**src/rtl/jtdsp16_rom_arb.sv**
```systemverilog
// rtl/jtdsp16_rom_arb.sv - program-ROM port arbiter between instruction fetch and table reads
module jtdsp16_rom_arb #(
    parameter int AW      = 16,
    parameter int DW      = 16,
    parameter int TIMEOUT = 15
) (
    input  logic          clk,
    input  logic          rst,
    input  logic          cen,
    input  logic          fetch_req,
    input  logic [AW-1:0] fetch_addr,
    input  logic          tbl_req,
    input  logic [AW-1:0] tbl_addr,
    output logic [DW-1:0] instr,
    output logic          instr_vld,
    output logic [DW-1:0] tbl_data,
    output logic          tbl_vld,
    output logic          stall,
    output logic          err,
    output logic          rom_cs,
    output logic [AW-1:0] rom_addr,
    input  logic [DW-1:0] rom_data,
    input  logic          rom_ok
);

    typedef enum logic [1:0] {
        S_IDLE  = 2'd0,
        S_FETCH = 2'd1,
        S_TABLE = 2'd2
    } state_t;

    // Last wait-count value before the access is forced to complete
    localparam logic [7:0] LP_CNT_LAST = 8'(TIMEOUT - 1);

    state_t        r_state;
    state_t        w_next_state;
    logic [7:0]    r_cnt;
    logic          r_pend_fetch;
    logic          r_rom_cs;
    logic [AW-1:0] r_rom_addr;
    logic [DW-1:0] r_instr;
    logic          r_instr_vld;
    logic [DW-1:0] r_tbl_data;
    logic          r_tbl_vld;
    logic          r_err;
    logic          w_busy;
    logic          w_done;
    logic [DW-1:0] w_rd_word;

    assign w_busy    = (r_state != S_IDLE);
    assign w_done    = w_busy & (rom_ok | (r_cnt == LP_CNT_LAST));
    // A timed-out access returns zero rather than whatever is on the bus
    assign w_rd_word = rom_ok ? rom_data : '0;

    // The core may run again in the cycle the last queued access completes
    assign stall = (w_busy & ~(w_done & ~r_pend_fetch)) |
                   (~w_busy & (fetch_req | tbl_req));

    assign instr     = r_instr;
    assign instr_vld = r_instr_vld;
    assign tbl_data  = r_tbl_data;
    assign tbl_vld   = r_tbl_vld;
    assign err       = r_err;
    assign rom_cs    = r_rom_cs;
    assign rom_addr  = r_rom_addr;

    // State register, advancing only on enabled cycles
    always_ff @(posedge clk or posedge rst) begin
        if (rst)
            r_state <= S_IDLE;
        else if (cen)
            r_state <= w_next_state;
    end

    // Next-state selection: table reads win, a pending fetch chains after the table read
    always_comb begin
        w_next_state = r_state;
        case (r_state)
            S_IDLE: begin
                if (tbl_req)
                    w_next_state = S_TABLE;
                else if (fetch_req)
                    w_next_state = S_FETCH;
            end
            S_FETCH: begin
                if (w_done)
                    w_next_state = S_IDLE;
            end
            S_TABLE: begin
                if (w_done)
                    w_next_state = r_pend_fetch ? S_FETCH : S_IDLE;
            end
            default: w_next_state = S_IDLE;
        endcase
    end

    // Access sequencing: address/strobe, wait counter, data capture and valid pulses
    always_ff @(posedge clk or posedge rst) begin
        if (rst) begin
            r_cnt        <= '0;
            r_pend_fetch <= 1'b0;
            r_rom_cs     <= 1'b0;
            r_rom_addr   <= '0;
            r_instr      <= '0;
            r_instr_vld  <= 1'b0;
            r_tbl_data   <= '0;
            r_tbl_vld    <= 1'b0;
            r_err        <= 1'b0;
        end else if (cen) begin
            r_instr_vld <= 1'b0;
            r_tbl_vld   <= 1'b0;
            case (r_state)
                S_IDLE: begin
                    if (tbl_req) begin
                        r_rom_addr   <= tbl_addr;
                        r_pend_fetch <= fetch_req;
                        r_rom_cs     <= 1'b1;
                        r_cnt        <= '0;
                    end else if (fetch_req) begin
                        r_rom_addr <= fetch_addr;
                        r_rom_cs   <= 1'b1;
                        r_cnt      <= '0;
                    end
                end
                S_FETCH: begin
                    if (w_done) begin
                        r_instr     <= w_rd_word;
                        r_instr_vld <= 1'b1;
                        r_rom_cs    <= 1'b0;
                        if (!rom_ok)
                            r_err <= 1'b1;
                    end else begin
                        r_cnt <= r_cnt + 8'd1;
                    end
                end
                S_TABLE: begin
                    if (w_done) begin
                        r_tbl_data <= w_rd_word;
                        r_tbl_vld  <= 1'b1;
                        if (!rom_ok)
                            r_err <= 1'b1;
                        if (r_pend_fetch) begin
                            r_rom_addr   <= fetch_addr;
                            r_pend_fetch <= 1'b0;
                            r_cnt        <= '0;
                        end else begin
                            r_rom_cs <= 1'b0;
                        end
                    end else begin
                        r_cnt <= r_cnt + 8'd1;
                    end
                end
                default: r_rom_cs <= 1'b0;
            endcase
        end
    end

endmodule
```
**config.mk**
```make
export PLATFORM = sky130hd
export DESIGN_NAME = jtdsp16_rom_arb
export DESIGN_NICKNAME = d
export VERILOG_FILES = /design/src/rtl/jtdsp16_rom_arb.sv
export SDC_FILE = /design/constraint.sdc
export NUM_CORES = 1
export LEC_CHECK = 0
export ABC_CLOCK_PERIOD_IN_PS = 4600
export CORE_UTILIZATION = 30
export DETAILED_ROUTE_END_ITERATION = 6
export GPL_TIMING_DRIVEN = 0
export SLEW_MARGIN = 20
export SYNTH_ARGS = -nofsm -noshare
export SYNTH_HDL_FRONTEND = slang
export SYNTH_SLANG_ARGS = --single-unit
```
**constraint.sdc**
```tcl
create_clock -name clk -period 4.6 [get_ports clk]
set_clock_uncertainty 0.1 [all_clocks]
set_input_delay 0.92 -clock clk [delete_from_list [all_inputs] [get_ports clk]]
set_output_delay 0.92 -clock clk [all_outputs]
set_load 0.01 [all_outputs]
```
# Word level (Yosys, flattened, before mapping)
# Index checks and enable logic that the tools add are counted.
# word_totals
inputBits	54
word_cells	75
output_inout_bits	53
register_bits	63
# classes
n_eq_ne	11
add_sub_neg	1
n_bitwise	11
n_mux	29
reduce_logical	13
# op_table
cell	n
16-bit 2-to-1 mux	5
8-bit 2-to-1 mux	5
16-bit case mux with 2 select lines	1
8-bit case mux with 3 select lines	1
5-bit AND reduction	3
2-bit inequality test, second input constant	6
4-bit AND reduction	3
1-bit 2-to-1 mux	10
8-bit by 1-bit adder with 8-bit output, second input constant	1
8-bit by 4-bit equality test with 1-bit output, second input constant	1
2-bit 2-to-1 mux	4
3-bit inequality test, second input constant	2
2-bit case mux with 3 select lines	1
3-bit AND reduction	2
1-bit AND	4
1-bit NOT	4
2-bit nonzero test	2
1-bit OR	3
1-bit case mux with 3 select lines	1
3-bit nonzero test	1
2-bit by 1-bit equality test with 1-bit output, second input constant	1
2-bit equality test, second input constant	1
2-bit logical NOT	1
1-bit case mux with 2 select lines	1
2-bit OR reduction	1

# Logic depth before layout (Yosys ltp)
# depth
word_depth	7
depth_mapped	8
mapped_depth_nobuf	7

# Least setup slack after synthesis
# Ideal clock, no wire load.
# synth_timing
kind	input port to output port
from	input port tbl_req
to	output port stall
arrival_ns	1.593
cell_stages	2
n_path_buf	0
setup_slack_ns	1.987
required_ns	3.580
path_cell_list	or3b_2 > o31a_1
# synth_via
elab_chain_cells	3
# synth_rtl
item	line_no	source
start, declared	12	input logic tbl_req,
1-bit OR	57	(~w_busy & (fetch_req | tbl_req));
1-bit AND	57	
1-bit OR	56	assign stall = (w_busy & ~(w_done & ~r_pend_fetch)) |
end, declared	18	output logic stall,
# No other way between the ends.

# Worst setup path after layout
# layout_timing
from	input port rom_ok
to	output port stall
# layout_via
elab_chain_cells	6
# layout_rtl
item	line_no	source
start, declared	23	input logic rom_ok
1-bit OR	51	assign w_done = w_busy & (rom_ok | (r_cnt == LP_CNT_LAST));
1-bit AND	51	
1-bit AND	56	
1-bit NOT	56	
1-bit AND	56	
1-bit OR	56	
# No other way between the ends.

==> qor.yml <==
start_util: 0.308
die_w_um: 105
setup_viol: 0
area_growth_pct: 45.1
outcome: "complete, no violations"
hp-start: "err$_DFFE_PP0P_"
die-area_um2: 10900
syn-cell-area_um2: 3160
worstPathRequired_ns: 3.58
via_per_inst: 4.65
synthFlopType: "dfrtp_1"
vdd_drop_max_uv: 242
cts_setup_buffers: 0
ys_seq_area_frac: 0.499
maxSlewHeadroom: 0.639
route.detailed.drc: 0
htree_levels: 3
hold_violations: 0
cts_hold_repair.buffers: 0
period_minus_slack_ns: 3.67
reg2reg_slack_ns: 2.22
place_congestion: 0.750
path_class: "in -> out"
setup_ws_ns: 0.930
numCtsBuffers: 9
fmax_mhz: 272
first_global_vias: 2488
endpoint_kind: "output pin"
cts_tree: "done"
ff2ff_path_depth: 7
syn_inst: 236
async_reset_ff_frac: 1.00
slew_viol_final: 0
clk_latency_ns: 0.34
antenna_cells: 0
synth.most_common_cell: "dfrtp_1"
row_count: 37
worstSetupStartpoint: "rom_ok"
max_cap_violations: 0
holdPathEnd: "err$_DFFE_PP0P_"
fin_crit_sh: 0.798
synth_top_area_frac: 0.499
max_stage_delay_ns: 0.64
pre_cts_slack_ns: 0.881
tns_ns: 0
antenna_found_initial: 0
grt_start_max_net_pins: 38
pwr_density_cell_nw_per_um2: 555
rsz0062_at_grt: "no"
ant_nets: 0
crit_chain: "clkdlybuf4s50_1 -> a21oi_4 -> o31a_1 -> clkdlybuf4s50_1"
cp_max_fo: 10
crit_top_cell: "clkdlybuf4s50_1"
clk_pin_slew_ns: 0.07
cts-resized-gates: 0
overflow: 0
final_nets: 412
syn_area_per_cell_um2: 13.4
yosysWarningCount: 0
worstSetupStartpointType: "input pin"
whs_path_depth: 1
root_buffer: "clkbuf_8"
yosys-top-cells-count: "dfrtp_1, mux2_2, mux2_4, and2_1"
wl_um: 7320
grt_pass1_wl_um: 12300
drtIter0Drc: 105
yosysTopAreaCell: "dfrtp_1"
ios: 107
drt_first_pass_iters: 4
routedWlPerCell_um: 14.8
synth_fp_nets: 295
synth-edff-count: 0
worstMarginPinSlew_ns: 0.541
cp_slowest_cell: "clkdlybuf4s50_1"
dp_hpwl_um: 5270
die_y_um: 105
grt_util_all_layers: 0.141
p_leak_nw: 2.02
drive_gt1_frac: 0.282
core_um2: 10300
hold_path.class: "reg -> reg"
ys_ff_latch: 63
cts_max_path_buffers: 2
io_buffers: 105
worst_ep_arrival_time_ns: 2.65
cts_sinks: 63
synth.area.top_cells: "dfrtp_1, mux2_2, mux2_4"
r2r-end: "rom_addr[7]$_DFFE_PP0P_"
ys_types: 40
vias: 2297
r2r_start: "r_state[0]$_DFFE_PP0P_"
-- flip-flops by register name, indices dropped and copies added, names as in the netlist --
signal / count
err: 1
r_state: 2
tbl_vld: 1
r_pend_fetch: 1
instr_vld: 1
r_cnt: 8
rom_addr: 16
rom_cs: 1
tbl_data: 16
instr: 16
-- power by group --
part	leakage (nW)	internal [mW]	switching (mW)	total, mW
sequential	0.810	0.763	0.119	0.881
clock	0.0891	0.212	0.231	0.442
combinational	1.12	0.729	0.493	1.22
total	2.02	1.70	0.843	2.55
-- how the worst max path moves through the flow --
| stage | endpoint | slack (ns) | cells after the start |
|---|---|---|---|
| after detailed placement | stall | 0.88 | 4 |
| final | stall | 0.93 | 4 |
| after global routing | stall | 0.78 | 4 |
| after floorplan | stall | 1.99 | 2 |
| after global placement | tbl_data[13]$_DFFE_PP0P_ | 0.80 | 2 |
| after CTS | stall | 0.88 | 4 |
-- worst max-delay path: cells and delay by family --
family / cells / cell delay [ns]
buffers and inverters: 2 / 1.19
AO/OA/AOI/OAI: 2 / 0.53
-- cell families (layout without fill, tap and decap cells) --
| group | count (synthesis) | count (layout) | synth area share |
|---|---|---|---|
| compound gates | 32 | 32 | 0.0808 |
| fa+ha+maj | 5 | 5 | 0.0198 |
| buf+inv | 18 | 140 | 0.0289 |
| flops | 63 | 63 | 0.499 |
| mux | 67 | 67 | 0.260 |
| simple gates | 51 | 51 | 0.112 |
-- through the flow --
step           hold WS (ns)  cell area [um^2]  std cells   util  power, mW
2_1_floorplan         0.362              3160        236      -       1.55
3_3_place_gp          0.351              4380        477  0.426       2.10
3_5_place_dp          0.364              4400        478  0.429       2.12
4_1_cts               0.388              4580        494  0.446       2.59
5_1_grt               0.412              4580        494  0.446       2.72
6_report              0.380              4580        494  0.446       2.55
-- layout by cell type (no fill, tap or decap), types with 3 or more instances in the layout --
| cell | Yosys | final |
|---|---|---|
| and2_1 | 16 | 16 |
| and3_1 | 4 | 4 |
| buf_2 | 4 | 4 |
| clkbuf_1 | 4 | 4 |
| clkbuf_8 | 0 | 10 |
| clkdlybuf4s50_1 | 0 | 105 |
| dfrtp_1 | 63 | 63 |
| ha_1 | 5 | 5 |
| inv_1 | 7 | 6 |
| mux2_2 | 49 | 49 |
| mux2_4 | 18 | 18 |
| nand2_1 | 4 | 4 |
| nand2b_1 | 7 | 7 |
| nand3_1 | 3 | 3 |
| nor2_1 | 4 | 4 |
| nor2b_1 | 4 | 4 |
| o211ai_1 | 6 | 6 |
| o21ai_0 | 4 | 4 |
| o2bb2ai_1 | 6 | 6 |
-- final cells by class --
cell class	count	area [um^2]
plain buffers	11	65.1
inverters	7	28.8
multi-input cells	155	1490
repair buffers	106	1070
flip-flops and latches	63	1580
clock inverters	6	42.5
well taps	136	170
clock buffers	10	138
fillers	1001	5690
-- per-layer routing --
| metal | part of all wire | global-route usage | wire length [um] |
|---|---|---|---|
| met5 | 0 | 0 | 0 |
| met4 | 0.011 | 0.0372 | 82 |
| met3 | 0.089 | 0.0561 | 649 |
| met2 | 0.46 | 0.228 | 3370 |
| met1 | 0.44 | 0.176 | 3220 |
Note: power is estimated with default switching activity, not from simulation.
